==> config.mk <==
export PLATFORM = sky130hd
export DESIGN_NAME = uart_tx_ctrl
export DESIGN_NICKNAME = d
export VERILOG_FILES = /design/src/rtl/uart_tx_pkg.sv /design/src/rtl/uart_tx_ctrl_bit_timer.sv /design/src/rtl/uart_tx_ctrl.sv
export SDC_FILE = /design/constraint.sdc
export NUM_CORES = 1
export LEC_CHECK = 0
export ABC_AREA = 0
export CAP_MARGIN = 20
export CORE_MARGIN = 2
export CORE_UTILIZATION = 45
export DETAILED_ROUTE_END_ITERATION = 8
export MAX_ROUTING_LAYER = met4
export PLACE_DENSITY = 0.77
export SLEW_MARGIN = 15
export SYNTH_ARGS = -nofsm -noshare
export SYNTH_HDL_FRONTEND = slang
export SYNTH_SLANG_ARGS = --single-unit
==> constraint.sdc <==
create_clock -name clk -period 1.9 [get_ports clk]
set_input_delay 0.475 -clock clk [delete_from_list [all_inputs] [get_ports clk]]
set_output_delay 0.475 -clock clk [all_outputs]
set_load 0.005 [all_outputs]
==> src/rtl/uart_tx_pkg.sv <==
// Shared definitions for the UART transmit path: FSM state encoding, the
// default payload width and the idle line level.
package uart_tx_pkg;

    localparam int DEFAULT_DATA_WIDTH = 8;
    localparam logic IDLE_LEVEL = 1'b1;

    localparam logic [2:0] ST_IDLE   = 3'd0;
    localparam logic [2:0] ST_START  = 3'd1;
    localparam logic [2:0] ST_DATA   = 3'd2;
    localparam logic [2:0] ST_PARITY = 3'd3;
    localparam logic [2:0] ST_STOP   = 3'd4;

    typedef enum logic [2:0] {
        IDLE   = ST_IDLE,
        START  = ST_START,
        DATA   = ST_DATA,
        PARITY = ST_PARITY,
        STOP   = ST_STOP
    } tx_state_t;

endpackage

==> src/rtl/uart_tx_ctrl_bit_timer.sv <==
// Bit-period timer: counts clk cycles inside one serial bit and flags the
// last one. A synchronous clear restarts the period on every FSM step.
module uart_bit_timer #(
    parameter int CLKS_PER_BIT = 1
) (
    input  logic clk,
    input  logic rst_n,
    input  logic i_clear,
    output logic o_last_tick
);

    localparam int TW = (CLKS_PER_BIT > 1) ? $clog2(CLKS_PER_BIT) : 1;
    localparam logic [TW-1:0] LAST_TICK = TW'(CLKS_PER_BIT - 1);

    logic [TW-1:0] r_tick_cnt;

    assign o_last_tick = (r_tick_cnt == LAST_TICK);

    // NOTE: sequential state uses non-blocking assignments so every register
    // samples the pre-edge values of its neighbours.
    always_ff @(posedge clk or negedge rst_n) begin
        if (!rst_n) begin
            r_tick_cnt <= '0;
        end else if (i_clear) begin
            r_tick_cnt <= '0;
        end else if (!o_last_tick) begin
            r_tick_cnt <= r_tick_cnt + 1'b1;
        end
    end

endmodule

==> src/rtl/uart_tx_ctrl.sv <==
// UART transmit frame controller: latches a byte, then serialises
// start, LSB-first data, optional parity (from the external parity block), stop.
module uart_tx_ctrl
    import uart_tx_pkg::*;
#(
    parameter int DATA_WIDTH   = DEFAULT_DATA_WIDTH,
    parameter int CLKS_PER_BIT = 1
) (
    input  logic                  clk,
    input  logic                  rest,
    input  logic [DATA_WIDTH-1:0] p_data,
    input  logic                  data_valid,
    input  logic                  par_en,
    input  logic                  par_bit,
    output logic [DATA_WIDTH-1:0] frame_data,
    output logic                  tx_out,
    output logic                  busy
);

    localparam int BW = $clog2(DATA_WIDTH);
    localparam logic [BW-1:0] LAST_BIT = BW'(DATA_WIDTH - 1);

    tx_state_t     r_state;
    logic [BW-1:0] r_bit_cnt;
    logic          r_par_en;
    logic          w_last_tick;
    logic          w_timer_clear;
    logic [BW-1:0] w_next_bit;

    // The timer restarts on every bit boundary and is held clear while idle,
    // so START always begins at tick 0.
    assign w_timer_clear = (r_state == IDLE) || w_last_tick;
    assign w_next_bit    = r_bit_cnt + 1'b1;

    uart_bit_timer #(
        .CLKS_PER_BIT (CLKS_PER_BIT)
    ) u_bit_timer (
        .clk         (clk),
        .rst_n       (rest),
        .i_clear     (w_timer_clear),
        .o_last_tick (w_last_tick)
    );

    always_ff @(posedge clk or negedge rest) begin
        if (!rest) begin
            r_state    <= IDLE;
            r_bit_cnt  <= '0;
            r_par_en   <= 1'b0;
            frame_data <= '0;
            tx_out     <= IDLE_LEVEL;
            busy       <= 1'b0;
        end else begin
            case (r_state)
                IDLE: begin
                    tx_out    <= IDLE_LEVEL;
                    busy      <= 1'b0;
                    r_bit_cnt <= '0;
                    if (data_valid) begin
                        frame_data <= p_data;
                        r_par_en   <= par_en;
                        tx_out     <= 1'b0;
                        busy       <= 1'b1;
                        r_state    <= START;
                    end
                end

                START: begin
                    if (w_last_tick) begin
                        r_state   <= DATA;
                        r_bit_cnt <= '0;
                        tx_out    <= frame_data[0];
                    end
                end

                DATA: begin
                    if (w_last_tick) begin
                        if (r_bit_cnt == LAST_BIT) begin
                            r_bit_cnt <= '0;
                            if (r_par_en) begin
                                // par_bit has long settled from frame_data by now.
                                r_state <= PARITY;
                                tx_out  <= par_bit;
                            end else begin
                                r_state <= STOP;
                                tx_out  <= IDLE_LEVEL;
                            end
                        end else begin
                            r_bit_cnt <= w_next_bit;
                            tx_out    <= frame_data[w_next_bit];
                        end
                    end
                end

                PARITY: begin
                    if (w_last_tick) begin
                        r_state <= STOP;
                        tx_out  <= IDLE_LEVEL;
                    end
                end

                STOP: begin
                    if (w_last_tick) begin
                        r_state <= IDLE;
                        busy    <= 1'b0;
                        tx_out  <= IDLE_LEVEL;
                    end
                end

                default: begin
                    r_state   <= IDLE;
                    r_bit_cnt <= '0;
                    tx_out    <= IDLE_LEVEL;
                    busy      <= 1'b0;
                end
            endcase
        end
    end

endmodule
* Word-level counts from Yosys, hierarchy flattened
Cells that the tools add are included.
Operators by class: add/subtract/negate cells 2, order comparisons 1, equal/unequal tests 12, muxes and demuxes 25, bitwise operators 3, reductions and logical operators 9
Operators by type and width (count):
- $mux 3 | 9
- $pmux 3 s5 | 1
- $ne 2x2->1 const B | 7
- $mux 1 | 11
- $pmux 3 s3 | 1
- $eq 3x2->1 const B | 2
- $eq 3x3->1 const B | 2
- $reduce_and 3->1 | 2
- $reduce_and 6->1 | 1
- $lt 3x4->1 const B | 1
- $pmux 1 s4 | 1
- $reduce_and 2->1 | 2
- $add 3x1->3 const B | 1
- $bmux 1 s3 | 1
- $eq 3x1->1 const B | 1
- $logic_not 3->1 | 1
- $not 1->1 | 3
- $pmux 1 s3 | 1
- $reduce_or 3->1 | 1
- $reduce_or 2->1 | 1
- $add 1x1->1 const B | 1
- $logic_or 1x1->1 | 1
Word-level totals: flip-flop bits (word level) 18, output and inout bits 10, logic and storage cells 59

* Depth between registers and ports, before layout
Gate-level depths: netlist of the first run.
depth after elaboration 6, mapped depth 5, mapped depth without buffers 5

* By module
From an unflattened synthesis of the first run, not the netlist that was laid out.
Second synthesis, totals: cells, all modules 88, area total of the unflattened synthesis 940.9 um2
By module, submodules not included:
- uart_tx_ctrl | instances 1, cells an instance 86, area each 929.6 um2, sequential area each 426.7 um2
- uart_bit_timer | instances 1, cells an instance 2, area each 11.3 um2, sequential area each 0.0 um2

* Least setup slack after synthesis of the first run
OpenSTA, ideal clock, no wires.
path type register to register, from reg r_bit_cnt[0], to reg tx_out, library setup time 91 ps, data arrival time 1431 ps, required time 1809 ps, path slack 378 ps, stages on the path, launching flop included 6, cells stage by stage dfrtp_1 ha_1 ha_1 mux4_2 o2111ai_1 o211ai_1
On the way: longest elaborated chain between the ends 6, elaborated cells on any way between the ends 7, classes of those cells add/sub (1); eq/ne (1); mux (5)
RTL lines:
- from (decl) | line uart_tx_ctrl.sv:24 | logic [BW-1:0] r_bit_cnt;
- from (signal assigned) | line uart_tx_ctrl.sv:88 | r_bit_cnt <= w_next_bit;
- $add 3x1->3 | line uart_tx_ctrl.sv:33 | assign w_next_bit = r_bit_cnt + 1'b1;
- $bmux 1 s3 | line uart_tx_ctrl.sv:89 | tx_out <= frame_data[w_next_bit];
- $mux 1 (not written as such) | line uart_tx_ctrl.sv:89
- $mux 1 (*) | line uart_tx_ctrl.sv:77 | if (r_bit_cnt == LAST_BIT) begin
- $mux 1 (*) | line uart_tx_ctrl.sv:76 | if (w_last_tick) begin
- $pmux 1 s4 (*) | line uart_tx_ctrl.sv:53 | case (r_state)
- to (signal assigned) | line uart_tx_ctrl.sv:71 | tx_out <= frame_data[0];
- to (signal assigned) | line uart_tx_ctrl.sv:82 | tx_out <= par_bit;
- to (signal assigned) | line uart_tx_ctrl.sv:89
- to (decl) | line uart_tx_ctrl.sv:16 | output logic tx_out,
Mark *: on every way between the ends. The rest lies on a longest branch, timed or not. The select of a mux whose other input is x is not followed. A chain may end at the register's enable or synchronous reset.

* Final worst setup path of the first run
from reg tx_out, to out tx_out
No word-level cell between the ends.

==> results of run 1 <==
state kept, by name, summed over array words and instances (netlist names):
name,count
r_state,3
busy,1
frame_data,8
r_bit_cnt,3
r_par_en,1
tx_out,1
per-layer routing:
layer | wire length [um] | up-vias | global-route usage, %
li1 | - | 328 | -
met1 | 844 | 319 | 24.6
met2 | 822 | 19 | 28.9
met3 | 63 | 2 | 4.53
met4 | 12 | 0 | 6.49
met5 | 0 | - | -
per-stage QoR:
step           cells  cell area (um^2)
3_5_place_dp     123              1140
3_3_place_gp     123              1140
5_1_grt          127              1160
6_report         127              1160
2_1_floorplan     73               855
4_1_cts          127              1160
Yosys cell counts (all sizes together):
master	instances
a22oi	1
nand2	5
o211ai	1
dfstp	1
o21ai	3
mux2i	1
and3b	1
ha	2
o2bb2ai	3
nor4b	1
nor2	2
buf	1
nor3	4
nor3b	2
mux2	10
nor2b	2
and2	1
a221oi	1
and3	1
a21oi	5
inv	3
o21a	1
clkbuf	2
mux4	1
a211o	1
o2111ai	1
dfrtp	16
area by class of cell:
type                       instances  area [um^2]
clock buffer                       4         26.3
fill                             146          599
inverter                           3         11.3
multi-input combinational         50          404
sequential                        17          427
tap                               25         31.3
timing repair buffer              28          265
power by group through the flow:
stage               sequential (mW)  clock [mW]  combinational (mW)
CTS                           0.686       0.193               0.811
global route                  0.713       0.215               0.880
detailed placement            0.691           0               0.805
floorplan                     0.660           0               0.454
global placement              0.684           0               0.788
finish                        0.684       0.187               0.804
worst max-delay path by stage:
stage	from	endpoint	slack (ns)	cells after the start
global route	tx_out	tx_out	0.08	1
global placement	data_valid	frame_data[6]	0.10	4
finish	tx_out	tx_out	0.14	1
CTS	tx_out	tx_out	0.13	1
floorplan	r_bit_cnt[0]	tx_out	0.38	5
detailed placement	data_valid	frame_data[6]	0.09	4
logic make-up (layout without fill, tap and decap cells):
kind of cell / Yosys count / in the layout / synth area share [%]
and+or+nand+nor: 19 / 19 / 13.9
AOI/OAI and AO/OA: 17 / 17 / 13.5
DFF: 17 / 17 / 49.9
buffers and inverters: 6 / 35 / 2.78
adders and majority gates: 2 / 2 / 2.93
muxes: 12 / 12 / 17.0
placed cells by master (no fill, tap or decap), drive strengths merged:
cell,netlist,layout
o2111ai,1,1
o21a,1,1
and2,1,1
mux4,1,1
nor2b,2,2
o211ai,1,1
buf,1,6
a221oi,1,1
and3b,1,1
and3,1,1
ha,2,2
nor2,2,2
mux2i,1,1
nand2,5,5
nor4b,1,1
clkbuf,2,4
inv,3,3
dfrtp,16,16
nor3b,2,2
dfstp,1,1
clkdlybuf4s50,0,22
mux2,10,10
a211o,1,1
o21ai,3,3
a21oi,5,5
nor3,4,4
o2bb2ai,3,3
a22oi,1,1
==> results_dict.tcl, run 1 <==
set metrics [dict create \
    ys_top_cells_by_area "dfrtp_1 47%, mux2_2 13%, dfstp_2 3.1%" \
    r2r-start "r_bit_cnt[1]" \
    crit_family "flip-flops" \
    grt_antenna_before_repair 0 \
    hold_viol_final 0 \
    cp-end-kind "primary output" \
    routedWlPerCell_um 13.7 \
    area_growth_pct 36.3 \
    fp-row-count 15 \
    antenna_cells 0 \
    ff2ff_path_depth 5 \
    power.density_mw_per_mm2 1440 \
    portBuffers 22 \
    setup-tns-final_ns 0 \
    vias_per_cell 5.26 \
    seqPwrFrac_pct 40.8 \
    grt.overflow.total 0 \
    io_pins 23 \
    cts-buffers-inserted 3 \
    ant_nets 0 \
    hold_class "in2async" \
    start_util_pct 48.4 \
    clk_latency_ns 0.28 \
    r2r_setup_slack_ns 0.34 \
    die_w_um 47.6 \
    wl_mm 1.74 \
    rsz0062_at_grt "false" \
    tightest_slew_ns 0.438 \
    final_nets 118 \
    period_share_pct 92.6 \
    ys_seq_elements 17 \
    yosys.area.top_type "dfrtp_1" \
    core_area_mm2 0.00176 \
    cp.required_ns 1.42 \
    cts_setup_buffers 0 \
    final_util_pct 66.0 \
    avgSynthCellArea_um2 11.7 \
    intPower_mw 1.12 \
    cts_tree "yes" \
    fin_total_pwr_mw 1.68 \
    cts_hold_buf 0 \
    fmax_mhz 568 \
    path_class "reg2out" \
    pwr-share-comb_pct 48.0 \
    htreeDepth 1 \
    relSlewSlack_pct 70.7 \
    synthDistinctLibCells 27 \
    crit_slowest_cell "dfstp_2" \
    drt_iter0_drc 8 \
    power_leakage_nw 0.493 \
    die-area_mm2 0.00226 \
    finClkSkew_ns 0.00586 \
    drc_errors 0 \
    grt_pass1_wl_mm 2.84 \
    worst_slack_ns 0.141 \
    gp_congestion 0.782 \
    power_switching_uw 553 \
    path_clk_slew_ns 0.10 \
    place_ws_ns 0.0906 \
    synth_nets 88 \
    yosysSeqAreaShare_pct 49.9 \
    finalCriticalPeriod_ns 1.76 \
    whs_ns 0.489 \
    dp_hpwl_mm 1.28 \
    track_usage_pct 18.9 \
    synth_cells 73 \
    ir_drop_uv 992 \
    switching_share_pct 33.0 \
    critPathArrivalTime_ns 1.28 \
    cts_sinks 17 \
    drive_gt1_share_pct 21.6 \
    synth_top_cell_area_share_pct 46.9 \
    grt_pass1_vias 662 \
    vias 668 \
    outcome "complete, no violations" \
    post_cts_resized 0 \
    critPathMaxFanout 1 \
    syn_area_um2 855 \
    critical_path_buf_inv_count 1 \
    grt_max_degree 14 \
    r2r-end "tx_out" \
    die_h_um 47.6 \
    cap_viol_max_count 0 \
    start_kind "register" \
    yosysWarningCount 0 \
    cpPeakStageDelay_ns 0.52 \
    path_cells "clkdlybuf4s50_1" \
    p_clk_share_pct 11.2 \
    setup_viol 0 \
    cts_root_buffer "clkbuf_4" \
    clockBufferDepth 2 \
    maxSlewViolCount 0 \
    first_pass_iters 4 \
]
Note: power is estimated with default switching activity, not from simulation.
==> run 2: changes to the inputs <==
Settings changed: CORE_MARGIN 2 to default.
==> run 2 against run 1 <==
Utilization is 0.35 points higher. Critical endpoint unchanged. Via count up 1.3%. Sequential cell count unchanged. Highest routed layer unchanged.
==> results_dict.tcl, run 2 (synthesized netlist as in run 1, its figures left out) <==
set metrics [dict create \
    outcome "complete, no violations" \
    critical_path_buf_inv_count 1 \
    instances_no_fill 126 \
    tightest_slew_ns 0.407 \
    clockBufferDepth 2 \
    cts_root_buffer "clkbuf_4" \
    post_cts_resized 0 \
    cts_setup_buffers 0 \
    top_register "frame_data" \
    r2r-end "tx_out" \
    die-area_mm2 0.00208 \
    top_regs "frame_data x8, r_bit_cnt x3, r_state x3" \
    htreeDepth 1 \
    r2r-start "r_bit_cnt[1]" \
    cts_sinks 17 \
    cp-end-kind "primary output" \
    path_depth 1 \
    cap_viol_max_count 0 \
    ir_drop_uv 728 \
    wl_mm 1.71 \
    routedWlPerCell_um 13.6 \
    r2r_setup_slack_ns 0.31 \
    path_cells "clkdlybuf4s50_1" \
    final_nets 117 \
    hold_viol_final 0 \
    io_pins 23 \
    place_ws_ns 0.0576 \
    ant_nets 0 \
    path_class "reg2out" \
    finClkSkew_ns 0.000594 \
    crit_slowest_cell "dfstp_2" \
    area_growth_pct 35.6 \
    ff2ff_path_depth 5 \
    die_w_um 45.6 \
    critPathCapture "tx_out" \
    power.density_mw_per_mm2 1440 \
    grt_pass1_vias 612 \
    path_clk_slew_ns 0.10 \
    fin_area_mm2 0.00116 \
    grt_antenna_before_repair 0 \
    finalCriticalPeriod_ns 1.76 \
    drt_iter0_drc 5 \
    core_area_mm2 0.00175 \
    cp.required_ns 1.42 \
    portBuffers 22 \
    worst_slack_ns 0.135 \
    cts_tree "yes" \
    drive_gt1_share_pct 21.8 \
    vias 677 \
    period_share_pct 92.9 \
    setup_viol 0 \
    grt_max_degree 14 \
    rsz0062_at_grt "false" \
    fin_total_pwr_mw 1.66 \
    first_pass_iters 4 \
    final_common_cell "clkdlybuf4s50_1" \
    fmax_mhz 567 \
    dp.cells 122 \
    dp_hpwl_mm 1.27 \
    crit_family "flip-flops" \
    vias_per_cell 5.37 \
    layout_common_cells "22 x clkdlybuf4s50_1, 16 x dfrtp_1, 10 x mux2_2" \
    power_leakage_nw 0.491 \
    final_util_pct 66.4 \
    die_h_um 45.6 \
    grt.overflow.total 0 \
    start_util_pct 49.0 \
    critPathMaxFanout 1 \
    start_kind "register" \
    whs_ns 0.474 \
    track_usage_pct 18.4 \
    hold_class "in2async" \
    grt_pass1_wl_mm 2.63 \
    largest_register_ffs 8 \
    antenna_cells 0 \
    crit_start "tx_out" \
    clk_latency_ns 0.28 \
    placed_cell_area_mm2 0.00113 \
    critPathArrivalTime_ns 1.29 \
    fp-row-count 15 \
    maxSlewViolCount 0 \
    gp_congestion 0.763 \
    cts-buffers-inserted 3 \
    cpPeakStageDelay_ns 0.52 \
    relSlewSlack_pct 72.8 \
    cts_hold_buf 0 \
    drc_errors 0 \
    setup-tns-final_ns 0 \
]
-- run 2: changes by cell type in the layout (fill, tap and decap cells not counted) --
cell,before,now
clkinv_2,0,1
clkbuf_1,1,0
buf_4,6,5
-- run 2: layout make-up --
class                   instances  area [um^2]
clock inverters                 1         5.00
inverters                       3         11.3
fillers                       140          587
repair buffers                 27          258
well taps                      25         31.3
clock buffers                   3         22.5
multi-input cells              50          404
flip-flops and latches         17          427
-- run 2: per-layer routing --
layer	vias to the layer above	global-route usage [%]	wire (um)
li1	327	-	-
met1	325	24.2	796
met2	21	27.7	816
met3	4	2.38	76
met4	0	9.09	23
met5	-	-	0
-- run 2: worst min-delay path by stage --
stage | depth (start not counted) | to | slack [ns]
2_1_floorplan | 0 | busy | 0.18
3_3_place_gp | 1 | r_bit_cnt[1] | 0.51
3_5_place_dp | 1 | r_bit_cnt[2] | 0.52
4_1_cts | 1 | r_par_en | 0.49
5_1_grt | 1 | r_par_en | 0.49
6_report | 1 | frame_data[0] | 0.47
-- run 2: where the power goes --
group	internal (mW)	switching, mW
clock network	0.0782	0.111
logic	0.502	0.288
registers	0.529	0.155
total	1.11	0.554
